$ cat config.mk
export PLATFORM = sky130hd
export DESIGN_NAME = uart_rx
export DESIGN_NICKNAME = d
export VERILOG_FILES = /design/src/rtl/uart_rx_pkg.sv /design/src/rtl/uart_rx_fifo.sv /design/src/rtl/uart_rx.sv
export SDC_FILE = /design/constraint.sdc
export NUM_CORES = 1
export LEC_CHECK = 0
export BUFFER_PORTS_ARGS = -buffer_cell sky130_fd_sc_hd__clkbuf_2
export CAP_MARGIN = 20
export CORE_MARGIN = 1
export CORE_UTILIZATION = 58
export CTS_CLUSTER_DIAMETER = 150
export DETAILED_ROUTE_END_ITERATION = 10
export PLACE_DENSITY = 0.85
export SETUP_SLACK_MARGIN = 0.1
export SLEW_MARGIN = 20
export SYNTH_ARGS = -nofsm -noshare
export SYNTH_HDL_FRONTEND = slang
export SYNTH_SLANG_ARGS = --single-unit
$ cat constraint.sdc
create_clock -name clk_i -period 6.8 [get_ports clk_i]
set_clock_uncertainty 0.15 [all_clocks]
set_input_delay 1.02 -clock clk_i [delete_from_list [all_inputs] [get_ports clk_i]]
set_output_delay 1.02 -clock clk_i [all_outputs]
set_load 0.03 [all_outputs]
$ cat src/rtl/uart_rx_pkg.sv
// Shared types and register layout for the UART receiver device.
package uart_rx_pkg;

    typedef enum logic [2:0] {
        RX_IDLE,
        RX_START,
        RX_DATA,
        RX_STOP,
        RX_WAIT_HIGH
    } rx_state_e;

    localparam logic [3:0] RX_DATA_OFFSET   = 4'h0;
    localparam logic [3:0] RX_STATUS_OFFSET = 4'h4;

    localparam int STATUS_NOT_EMPTY = 0;
    localparam int STATUS_FULL      = 1;
    localparam int STATUS_OVERRUN   = 2;
    localparam int STATUS_FRAME_ERR = 3;
    localparam int STATUS_LEVEL_LSB = 8;

endpackage

$ cat src/rtl/uart_rx_fifo.sv
// Synchronous FIFO with a combinational head; a push into a full FIFO is
// accepted only when a pop frees the head slot in the same cycle.
module rx_fifo #(
    parameter int Depth = 8,
    parameter int Width = 8
) (
    input  logic                     clk_i,
    input  logic                     rst_i,
    input  logic                     push,
    input  logic [Width-1:0]         wdata,
    input  logic                     pop,
    output logic [Width-1:0]         rdata,
    output logic                     full,
    output logic                     empty,
    output logic [$clog2(Depth):0]   level
);
    localparam int AW = $clog2(Depth);

    logic [Width-1:0] mem [Depth];
    logic [AW-1:0]    wptr_q, rptr_q;
    logic [AW:0]      count_q;
    logic             do_push, do_pop;

    assign empty   = (count_q == '0);
    assign full    = (count_q == (AW+1)'(Depth));
    assign level   = count_q;
    assign rdata   = mem[rptr_q];
    assign do_pop  = pop && !empty;
    assign do_push = push && (!full || do_pop);

    always_ff @(posedge clk_i) begin
        if (do_push) begin
            mem[wptr_q] <= wdata;
        end
    end

    always_ff @(posedge clk_i) begin
        if (rst_i) begin
            wptr_q  <= '0;
            rptr_q  <= '0;
            count_q <= '0;
        end else begin
            if (do_push) wptr_q <= wptr_q + 1'b1;
            if (do_pop)  rptr_q <= rptr_q + 1'b1;
            count_q <= count_q + {{AW{1'b0}}, do_push} - {{AW{1'b0}}, do_pop};
        end
    end

endmodule

$ cat src/rtl/uart_rx.sv
// 8N1 UART receiver bus device: synchronizer, receive FSM, byte FIFO and
// RXDATA/STATUS registers with a level interrupt while data is pending.
module uart_rx
    import uart_rx_pkg::*;
#(
    parameter int ClockFrequency = 50_000_000,
    parameter int BaudRate       = 115_200,
    parameter int FifoDepth      = 8
) (
    input  logic        clk_i,
    input  logic        rst_i,
    input  logic        device_req_i,
    input  logic [31:0] device_addr_i,
    input  logic        device_we_i,
    input  logic [3:0]  device_be_i,
    input  logic [31:0] device_wdata_i,
    output logic        device_rvalid_o,
    output logic [31:0] device_rdata_o,
    input  logic        uart_rx_i,
    output logic        rx_irq_o
);
    localparam int ClocksPerBit = ClockFrequency / BaudRate;
    localparam int HalfBit      = ClocksPerBit / 2;
    localparam int CntW         = $clog2(ClocksPerBit);
    localparam int LvlW         = $clog2(FifoDepth) + 1;
    localparam logic [CntW-1:0] CntLast = CntW'(ClocksPerBit - 1);
    localparam logic [CntW-1:0] CntHalf = CntW'(HalfBit - 1);

    logic [1:0]      sync_q;
    logic            rx_line;
    rx_state_e       state_q, state_d;
    logic [CntW-1:0] cnt_q, cnt_d;
    logic [2:0]      bit_q, bit_d;
    logic [7:0]      shift_q, shift_d;
    logic            byte_done, frame_err_set;

    logic            fifo_pop, fifo_full, fifo_empty;
    logic [7:0]      fifo_rdata;
    logic [LvlW-1:0] fifo_level;

    logic            overrun_q, frame_err_q;
    logic            rvalid_q;
    logic [31:0]     rdata_q, rdata_d, status_word;
    logic            is_data, is_status, rd_req, w1c_req;
    logic            overrun_set, overrun_clr, frame_err_clr;
    logic            unused_bus;

    assign rx_line = sync_q[1];

    always_ff @(posedge clk_i) begin
        if (rst_i) begin
            sync_q  <= 2'b11;
            state_q <= RX_IDLE;
            cnt_q   <= '0;
            bit_q   <= '0;
            shift_q <= '0;
        end else begin
            sync_q  <= {sync_q[0], uart_rx_i};
            state_q <= state_d;
            cnt_q   <= cnt_d;
            bit_q   <= bit_d;
            shift_q <= shift_d;
        end
    end

    always_comb begin
        state_d       = state_q;
        cnt_d         = cnt_q;
        bit_d         = bit_q;
        shift_d       = shift_q;
        byte_done     = 1'b0;
        frame_err_set = 1'b0;
        case (state_q)
            RX_IDLE: begin
                cnt_d = '0;
                if (!rx_line) state_d = RX_START;
            end
            RX_START: begin
                if (cnt_q == CntHalf) begin
                    cnt_d = '0;
                    bit_d = '0;
                    state_d = rx_line ? RX_IDLE : RX_DATA;
                end else begin
                    cnt_d = cnt_q + 1'b1;
                end
            end
            RX_DATA: begin
                if (cnt_q == CntLast) begin
                    cnt_d   = '0;
                    shift_d = {rx_line, shift_q[7:1]};
                    bit_d   = bit_q + 1'b1;
                    if (bit_q == 3'd7) state_d = RX_STOP;
                end else begin
                    cnt_d = cnt_q + 1'b1;
                end
            end
            RX_STOP: begin
                if (cnt_q == CntLast) begin
                    cnt_d = '0;
                    if (rx_line) begin
                        byte_done = 1'b1;
                        state_d   = RX_IDLE;
                    end else begin
                        frame_err_set = 1'b1;
                        state_d       = RX_WAIT_HIGH;
                    end
                end else begin
                    cnt_d = cnt_q + 1'b1;
                end
            end
            // Holding here keeps a break (line stuck low) from producing frames.
            RX_WAIT_HIGH: begin
                cnt_d = '0;
                if (rx_line) state_d = RX_IDLE;
            end
            default: state_d = RX_IDLE;
        endcase
    end

    rx_fifo #(
        .Depth (FifoDepth),
        .Width (8)
    ) u_fifo (
        .clk_i (clk_i),
        .rst_i (rst_i),
        .push  (byte_done),
        .wdata (shift_q),
        .pop   (fifo_pop),
        .rdata (fifo_rdata),
        .full  (fifo_full),
        .empty (fifo_empty),
        .level (fifo_level)
    );

    assign is_data       = (device_addr_i[3:2] == RX_DATA_OFFSET[3:2]);
    assign is_status     = (device_addr_i[3:2] == RX_STATUS_OFFSET[3:2]);
    assign rd_req        = device_req_i && !device_we_i;
    assign w1c_req       = device_req_i && device_we_i && is_status;
    assign fifo_pop      = rd_req && is_data && !fifo_empty;
    assign overrun_set   = byte_done && fifo_full && !fifo_pop;
    assign overrun_clr   = w1c_req && device_wdata_i[STATUS_OVERRUN];
    assign frame_err_clr = w1c_req && device_wdata_i[STATUS_FRAME_ERR];
    assign unused_bus    = ^{device_be_i, device_addr_i[31:4], device_addr_i[1:0],
                             device_wdata_i[31:4], device_wdata_i[1:0]};

    always_comb begin
        status_word = '0;
        status_word[STATUS_NOT_EMPTY] = !fifo_empty;
        status_word[STATUS_FULL]      = fifo_full;
        status_word[STATUS_OVERRUN]   = overrun_q;
        status_word[STATUS_FRAME_ERR] = frame_err_q;
        status_word[STATUS_LEVEL_LSB +: LvlW] = fifo_level;
    end

    always_comb begin
        rdata_d = '0;
        if (rd_req && is_data && !fifo_empty) rdata_d = {24'b0, fifo_rdata};
        else if (rd_req && is_status)         rdata_d = status_word;
    end

    // Sticky flags: a set in the same cycle as its clear takes priority.
    always_ff @(posedge clk_i) begin
        if (rst_i) begin
            overrun_q   <= 1'b0;
            frame_err_q <= 1'b0;
            rvalid_q    <= 1'b0;
            rdata_q     <= '0;
        end else begin
            overrun_q   <= overrun_set   || (overrun_q   && !overrun_clr);
            frame_err_q <= frame_err_set || (frame_err_q && !frame_err_clr);
            rvalid_q    <= device_req_i;
            rdata_q     <= rdata_d;
        end
    end

    assign device_rvalid_o = rvalid_q;
    assign device_rdata_o  = rdata_q;
    assign rx_irq_o        = !fifo_empty;

endmodule

==> results of run 1 <==
[placed cells by master, fill, tap and decap left out, types with 4 or more instances in the layout]
| cell type | n |
|---|---|
| nand3_1 | 16 |
| dfxtp_1 | 52 |
| xor2_1 | 7 |
| nor2_1 | 31 |
| xnor2_1 | 5 |
| nor2b_1 | 5 |
| buf_4 | 7 |
| inv_1 | 12 |
| mux4_2 | 16 |
| mux2i_1 | 9 |
| clkbuf_2 | 22 |
| clkbuf_16 | 17 |
| a21oi_1 | 16 |
| clkinv_4 | 6 |
| edfxtp_1 | 64 |
| nand2_1 | 21 |
| ha_1 | 13 |
| o21ai_0 | 6 |
| conb_1 | 20 |
| nor3b_1 | 4 |
| nand4_1 | 4 |
[state kept, by name, summed over array words and instances, names as in the netlist, named ones only]
name,flops
bit_q,3
cnt_q,9
device_rdata_o,12
device_rvalid_o,1
frame_err_q,1
overrun_q,1
shift_q,8
state_q,3
sync_q,2
u_fifo.level,4
u_fifo.mem,64
u_fifo.rptr_q,3
u_fifo.wptr_q,3
[cell type report]
class / instances / area (um^2)
repair buffers: 29 / 163
well taps: 105 / 131
inverters: 12 / 45.0
flip-flops and latches: 117 / 2980
fillers: 529 / 2580
clock buffers: 19 / 453
multi-input cells: 223 / 1720
clock inverters: 13 / 148
[layer usage]
layer,GRT usage,vias to the layer above,wire length [um]
li1,-,1374,-
met1,0.262,1447,3640
met2,0.397,77,4900
met3,0.0696,8,463
met4,0.103,0,95
met5,0,-,0
[synth_stat cells (all sizes together), types with 5 or more instances]
library cell / count
a21oi: 16
buf: 30
clkbuf: 6
dfxtp: 53
edfxtp: 64
ha: 13
inv: 12
mux2i: 9
mux4: 16
nand2: 21
nand3: 17
nor2: 34
nor2b: 5
o21ai: 7
xnor2: 5
xor2: 7
[worst paths after layout]
path                                          to  startpoint  slack, ns  cells past startpoint
worst min-delay path                   sync_q[1]   sync_q[0]       0.27                      1
worst max register to register  u_fifo.mem[7][0]    cnt_q[0]       3.72                      7
worst min register to register         sync_q[1]   sync_q[0]       0.27                      1
worst max-delay path            u_fifo.mem[7][0]    cnt_q[0]       3.72                      7
[cells by family after synthesis]
group                    after synthesis
flip-flops                           117
AND/OR/NAND/NOR                      113
buffers and inverters                 48
AO/OA/AOI/OAI                         37
multiplexers                          27
adder cells (fa/ha/maj)               14
XOR/XNOR                              12
other                                  1
[power by group through the flow]
stage               sequential [mW]  combinational [mW]  clock (mW)
global route                  0.749              0.0831       0.920
finish                        0.749              0.0776       0.875
detailed placement            0.763              0.0756           0
CTS                           0.748              0.0769       0.888
global placement              0.763              0.0733           0
floorplan                     0.762              0.0712           0
[worst max-delay path: cells and delay by family, from the launching register on]
family	cells	cell delay, ns
and+or+nand+nor	5	1.76
DFF	1	0.41
buffers and inverters	1	0.20
adders and majority gates	1	0.19
[stage by stage]
stage          cell area (um^2)  instances  power, mW  hold slack (ns)
6_report                   5640        518       1.70            0.269
5_1_grt                    5640        518       1.75            0.294
4_1_cts                    5640        518       1.71            0.273
3_5_place_dp               5040        486      0.839            0.259
3_3_place_gp               5040        486      0.836            0.242
2_1_floorplan              4980        388      0.833            0.239
==> run_results.csv, run 1 <==
group,metric,value,unit
status,status,"finished clean",
place,gp_congestion,0.835,
floorplan,die_h,94.0,um
sta,tns,0,ns
yosys,synth_ff_type,"edfxtp_1",
route,drt_iter0_drc,182,
sta,slew_headroom,0.372,
yosys,syn_area,4910,um^2
sta,slew_viol_final,0,
worst_setup_path,critPathKind,"reg -> reg",
yosys,synth_area_leaders,"edfxtp_1, dfxtp_1, mux4_2",
sta,layout_setup_ws,3.72,ns
cells_and_area,area_delta_synth_final,14.9,%
pwr,pwr-share-comb,0.046,
worst_setup_path,worstPathArrival,3.06,ns
worst_setup_path,path_cells,"ha_1, nand4bb_1, nor2_2, nand3_2, inv_1, nand2_1, nor2_1",
worst_setup_path,slowest_stage,"nor2_1",
worst_setup_path,cp-start-kind,"register",
cells_and_area,antenna_cells,0,
clock_network,clkLatencyLatePin,0.50,ns
worst_setup_path,cp_max_fo,13,
place,dp_slack,3.34,ns
floorplan,ioPinCount,107,
grt,grt_max_degree,39,
yosys,async_flop_share,0,
worst_setup_path,cp-end-kind,"register",
yosys,synth_compound_area_frac,0.0502,
pwr,sequentialPowerShare,0.440,
yosys,yosys.area_share.xor_xnor,0.0214,
yosys,synth_mux_area_frac,0.0964,
yosys,synth_top_family_by_area,"simple AND/OR/NAND/NOR gates",
grt,antenna_found_initial,0,
clock_network,clkSinkCount,117,
route,drc_errors,0,
place,portBuffers,22,
clock_network,cts_made_buffers,17,
route,detail-route-antenna-nets,0,
yosys,syn_area_per_cell,13.3,um^2
yosys,yosys.area.top_type,"edfxtp_1",
cells_and_area,finalNetCount,487,
clock_network,cts_setup_buffers,0,
clock_network,ctsHoldBuffers,0,
route,wl_per_cell,17.6,um
pwr,netSwitchingFraction,0.220,
yosys,synth-simple-area-share,0.129,
pwr,p_switching,0.375,mW
grt,grt_pass1_vias,2911,
grt,grt_overflow,0,
place,hpwlAfterDp,5750,um
yosys,synth_top_area_frac,0.392,
clock_network,cts_tree,"built",
floorplan,die-area,8830,um^2
pwr,pwr-share-clk,0.514,
yosys,ys_warn_count,0,
cells_and_area,utilization,0.686,
sta,setup_violations,0,
yosys,synthAdderAreaFrac,0.0372,
yosys,synth.distinct_cells,59,
yosys,synth_cells,369,
sta,tightest_slew,0.938,ns
yosys,yosysSeqAreaShare,0.608,
route,drt_first_pass_iters,4,
worst_setup_path,critPathRequiredTime,6.77,ns
clock_network,clk_path_buf_depth,2,
sta,rsz0062_at_grt,"no",
sta,fmax,325,MHz
grt,grt_usage,0.230,
cells_and_area,drive_gt1_frac,0.235,
pwr,ir_drop,0.192,mV
clock_network,h-tree-depth,4,
clock_network,root_buffer,"clkbuf_8",
yosys,ys_seq_elements,117,
sta,min_period,3.08,ns
sta,finalCritPeriodShare,0.453,
sta,hold_violations,0,
worst_setup_path,max_stage_delay,0.76,ns
clock_network,clk_pin_slew,0.06,ns
floorplan,die_w,94.0,um
route,avgViaCountPerCell,5.61,
route,vias,2906,
floorplan,start_util,0.597,
yosys,synth-edff-count,64,
floorplan,rows,33,
grt,grt_pass1_wl,14700,um
pwr,leakagePower,2.01,nW
floorplan,coreArea,8220,um^2
route,finalWirelength,9100,um
run,drv_cap,0,
clock_network,cts_resized,0,
min_path,hp-class,"reg -> reg",
pwr,power_density,302,nW/um^2
pwr,p_int,1.33,mW
No activity file was read; power rests on OpenSTA's default activity.
==> run 2, diff against run 1 <==
--- a/config.mk
+++ b/config.mk
@@ -8,10 +8,10 @@
 export BUFFER_PORTS_ARGS = -buffer_cell sky130_fd_sc_hd__clkbuf_2
 export CAP_MARGIN = 20
 export CORE_MARGIN = 1
-export CORE_UTILIZATION = 58
+export CORE_UTILIZATION = 54
 export CTS_CLUSTER_DIAMETER = 150
 export DETAILED_ROUTE_END_ITERATION = 10
-export PLACE_DENSITY = 0.85
+export PLACE_DENSITY = 0.8
 export SETUP_SLACK_MARGIN = 0.1
 export SLEW_MARGIN = 20
 export SYNTH_ARGS = -nofsm -noshare
==> constraint.sdc (replaced) <==
create_clock -name clk_i -period 2.9 [get_ports clk_i]
set_clock_uncertainty 0.15 [all_clocks]
set_input_delay 0.435 -clock clk_i [delete_from_list [all_inputs] [get_ports clk_i]]
set_output_delay 0.435 -clock clk_i [all_outputs]
set_load 0.03 [all_outputs]
==> run_results.csv, run 2 (synthesis gave the netlist of run 1 again) <==
group,metric,value,unit
cells_and_area,drive_gt1_frac,0.243,
route,avgViaCountPerCell,5.52,
grt,grt_pass1_wl,14700,um
grt,grt_overflow,0,
clock_network,clkSinkCount,117,
route,wl_per_cell,17.5,um
grt,grt_pass1_vias,2858,
clock_network,root_buffer,"clkbuf_8",
route,highest_layer,"met4",
worst_setup_path,rrSetupSlack,0.25,ns
route,finalWirelength,9230,um
cells_and_area,final_cells,527,
route,vias,2907,
floorplan,die_h,97.3,um
cells_and_area,largest_register_ffs,64,
clock_network,clkLatencyLatePin,0.51,ns
sta,whs,0.0846,ns
sta,fmax,377,MHz
sta,layout_setup_ws,0.249,ns
cells_and_area,final_cell_mix,"edfxtp_1, dfxtp_1, nor2_1",
floorplan,die_w,97.3,um
worst_setup_path,r2r_cells,11,
run,drv_cap,0,
place,dp_slack,0.190,ns
pwr,power_density,709,nW/um^2
sta,slew_viol_final,0,
route,drt_iter0_drc,199,
floorplan,rows,34,
grt,grt_max_degree,26,
cells_and_area,regMostFlops,"u_fifo.mem",
sta,setup_violations,0,
cells_and_area,area_delta_synth_final,16.0,%
place,hpwlAfterDp,5660,um
sta,tns,0,ns
route,drt-met1-wl,3880,um
worst_setup_path,worstPathArrival,2.90,ns
clock_network,h-tree-depth,4,
cells_and_area,finalNetCount,493,
worst_setup_path,cp-start-kind,"register",
route,dr_wl_met3,316,um
worst_setup_path,cp-end-kind,"register",
clock_network,clk_pin_slew,0.06,ns
clock_network,cts_made_buffers,17,
place,gp_congestion,0.835,
route,wl_met2,4880,um
pwr,leakagePower,2.04,nW
cells_and_area,fill_cells,646,
sta,finalCritPeriodShare,0.914,
sta,min_period,2.65,ns
pwr,ir_drop,0.399,mV
min_path,hold_depth,2,
place,dp_cells,493,
clock_network,clk_path_buf_depth,2,
route,drt_first_pass_iters,5,
worst_setup_path,critPathRequiredTime,3.15,ns
status,status,"finished clean",
worst_setup_path,critPathKind,"reg -> reg",
cells_and_area,antenna_cells,0,
clock_network,cts_tree,"built",
place,portBuffers,22,
min_path,hp-class,"in -> reg",
floorplan,ioPinCount,107,
grt,grt_usage,0.209,
sta,slew_headroom,0.447,
route,drc_errors,0,
route,detail-route-antenna-nets,0,
floorplan,start_util,0.560,
cells_and_area,layout_commonest_cell,"edfxtp_1",
worst_setup_path,cp_max_fo,3,
floorplan,coreArea,8760,um^2
sta,hold_violations,0,
sta,rsz0062_at_grt,"no",
sta,tightest_slew,0.829,ns
grt,antenna_found_initial,0,
cells_and_area,utilization,0.650,
floorplan,die-area,9470,um^2
## run 2: power by group
part / switching (mW) / total (mW) / internal [mW]
combinational: 0.122 / 0.189 / 0.0667
sequential: 0.00884 / 1.75 / 1.74
clock: 0.762 / 2.10 / 1.34
total: 0.893 / 4.04 / 3.15
## run 2: path summary, 6_finish.rpt
path / from / endpoint
setup / recovery: u_fifo.level[3] / u_fifo.level[2]
hold / removal: device_req_i / device_rvalid_o
setup reg to reg: u_fifo.level[3] / u_fifo.level[2]
hold reg to reg: sync_q[0] / sync_q[1]
## run 2: area by class of cell
cell class	count	area (um^2)	share of cell area
Sequential cell	117	2980	0.524
Multi-Input combinational cell	223	1720	0.302
Clock buffer	18	428	0.0752
Timing Repair Buffer	35	210	0.0369
Clock inverter	14	174	0.0305
Tap cell	108	135	0.0237
Inverter	12	45.0	0.00791
## run 2: repair_timing
action	4_1_cts	5_1_grt
hold buffers	1	0
setup buffers	0	1
gates resized for setup	0	2
endpoints found under the hold margin	1	0
setup endpoints to repair	0	3
## run 2: metal layers
layer  global-route usage  vias up
met5                    0        -
li1                     -     1379
met1                0.256     1444
met2                0.352       64
met4               0.0984        0
met3               0.0468       20
## run 2: critical path, stage by stage, from the launching register on
cell	delay [ns]
dfxtp_1	0.31
inv_1	0.10
ha_2	0.22
or3b_2	0.50
nor4b_4	0.16
ha_1	0.26
inv_1	0.06
ha_1	0.17
inv_1	0.06
fa_1	0.37
xor2_1	0.14
nor2_1	0.05
## run 2: stage by stage
stage / power, mW / instance area, um^2
2_1_floorplan: 1.95 / 4980
6_report: 4.04 / 5690
4_1_cts: 4.07 / 5680
5_1_grt: 4.15 / 5690
3_5_place_dp: 1.97 / 5070
3_3_place_gp: 1.97 / 5070
==> run 3, diff against run 2 <==
==> constraint.sdc (replaced) <==
create_clock -name clk_i -period 2.9 [get_ports clk_i]
set_clock_uncertainty 0.15 [all_clocks]
set_input_delay 0.145 -clock clk_i [delete_from_list [all_inputs] [get_ports clk_i]]
set_output_delay 0.145 -clock clk_i [all_outputs]
set_load 0.03 [all_outputs]
==> run_results.csv, run 3 (synthesis gave the netlist of run 1 again) <==
group,metric,value,unit
grt,grt_pass1_vias,3031,
sta,fmax,377,MHz
worst_setup_path,path_buf_inv,3,
sta,slew_viol_final,0,
grt,grt_overflow,0,
worst_setup_path,path_cells,"inv_1, ha_4, or3b_2, nor4b_4, buf_4, dlygate4sd3_1, xnor2_1, nor2_1",
clock_network,h-tree-depth,4,
clock_network,clkLatencyLatePin,0.51,ns
cells_and_area,design_area,5840,um^2
pwr,netSwitchingFraction,0.218,
route,avgViaCountPerCell,5.54,
clock_network,cts_made_buffers,17,
worst_setup_path,max_stage_delay,0.61,ns
clock_network,cts_tree,"built",
cells_and_area,largest_register_ffs,64,
clock_network,clk_path_buf_depth,2,
cells_and_area,fill_cells,594,
sta,rsz0062_at_grt,"no",
pwr,sequentialPowerShare,0.422,
pwr,leakagePower,2.11,nW
pwr,pwr-share-clk,0.528,
pwr,power_density,711,nW/um^2
place,portBuffers,22,
worst_setup_path,critPathKind,"reg -> reg",
route,drt_iter0_drc,211,
pwr,p_switching,0.904,mW
sta,finalCritPeriodShare,0.914,
grt,grt_max_degree,27,
sta,slew_headroom,0.457,
floorplan,coreArea,8760,um^2
cells_and_area,finalNetCount,505,
floorplan,die_w,97.3,um
cells_and_area,area_delta_synth_final,19.1,%
grt,grt_pass1_wl,15300,um
route,drc_errors,0,
sta,tightest_slew,0.813,ns
cells_and_area,drive_gt1_frac,0.237,
run,drv_cap,0,
cells_and_area,final_cell_mix,"edfxtp_1, dfxtp_1, nor2_1",
route,vias,2986,
worst_setup_path,cp_max_fo,4,
status,status,"finished clean",
worst_setup_path,cp-start-kind,"register",
route,finalWirelength,9540,um
grt,grt_usage,0.218,
sta,min_period,2.65,ns
place,dpl_cell_area,5070,um^2
floorplan,die-area,9470,um^2
sta,hold_violations,0,
floorplan,die_h,97.3,um
route,drt_first_pass_iters,5,
worst_setup_path,cp-end-kind,"register",
floorplan,rows,34,
min_path,hp-class,"in -> reg",
worst_setup_path,critPathRequiredTime,3.14,ns
route,detail-route-antenna-nets,0,
floorplan,ioPinCount,107,
sta,tns,0,ns
cells_and_area,regMostFlops,"u_fifo.mem",
place,gp_congestion,0.841,
place,dp_cells,493,
cells_and_area,antenna_cells,0,
cells_and_area,final_cells,539,
worst_setup_path,crit_family,"buffers and inverters",
floorplan,start_util,0.560,
pwr,pwr-share-comb,0.050,
worst_setup_path,slowest_stage,"dlygate4sd3_1",
place,hpwlAfterDp,5470,um
clock_network,root_buffer,"clkbuf_8",
sta,setup_violations,0,
clock_network,clkSinkCount,117,
worst_setup_path,worstPathArrival,2.89,ns
pwr,p_int,3.25,mW
clock_network,clk_pin_slew,0.06,ns
route,wl_per_cell,17.7,um
cells_and_area,layout_commonest_cell,"edfxtp_1",
pwr,ir_drop,0.409,mV
grt,antenna_found_initial,0,
sta,whs,0.0869,ns
==> run 3: path summary, 6_finish.rpt <==
check                                          to  slack [ns]             from  cells after the start
worst max register to register           register        0.25  u_fifo.level[2]                      8
worst min register to register          sync_q[1]        0.27        sync_q[0]                      1
worst min-delay path            device_rdata_o[0]        0.09      device_we_i                      5
worst max-delay path                     register        0.25  u_fifo.level[2]                      8
==> run 3: worst min-delay path, cell delays in order <==
cell	delay [ns]
clkbuf_2	0.10
nand2b_4	0.16
nor3b_1	0.09
nand2_1	0.12
o21ai_0	0.08
==> run 3: final cells by class <==
cell class	count	area (um^2)	area share
sequential	117	2980	0.510
clock inverter	14	198	0.0338
tap	108	135	0.0231
multi-input combinational	223	1730	0.296
clock buffer	18	428	0.0732
inverter	12	45.0	0.00771
timing repair buffer	47	328	0.0561
==> run 3: layer usage <==
metal	share of wire	track usage	vias to the layer above
li1	-	-	1415
met1	0.40	0.247	1460
met2	0.52	0.381	101
met3	0.060	0.0590	10
met4	0.013	0.103	0
met5	0	0	-
==> run 3: what timing repair did <==
| item | in CTS | in global routing |
|---|---|---|
| resized for setup | 0 | 2 |
| setup buffers | 0 | 2 |
| hold endpoints to repair | 14 | 0 |
| endpoints found under the setup margin | 0 | 3 |
| hold buffers | 12 | 0 |
==> run 3: per-stage QoR <==
stage / total power [mW] / util / worst slack [ns]
2_1_floorplan: 1.95 / - / 0.233
3_3_place_gp: 1.97 / 0.579 / 0.211
3_5_place_dp: 1.97 / 0.579 / 0.186
4_1_cts: 4.17 / 0.664 / 0.168
5_1_grt: 4.27 / 0.667 / 0.112
6_report: 4.15 / 0.667 / 0.248
==> run 3: power by group through the flow <==
stage,Clock (mW),Sequential [mW],Combinational (mW)
floorplan,0,1.79,0.167
global placement,0,1.79,0.180
detailed placement,0,1.79,0.183
CTS,2.22,1.75,0.197
global route,2.29,1.75,0.226
finish,2.19,1.75,0.209
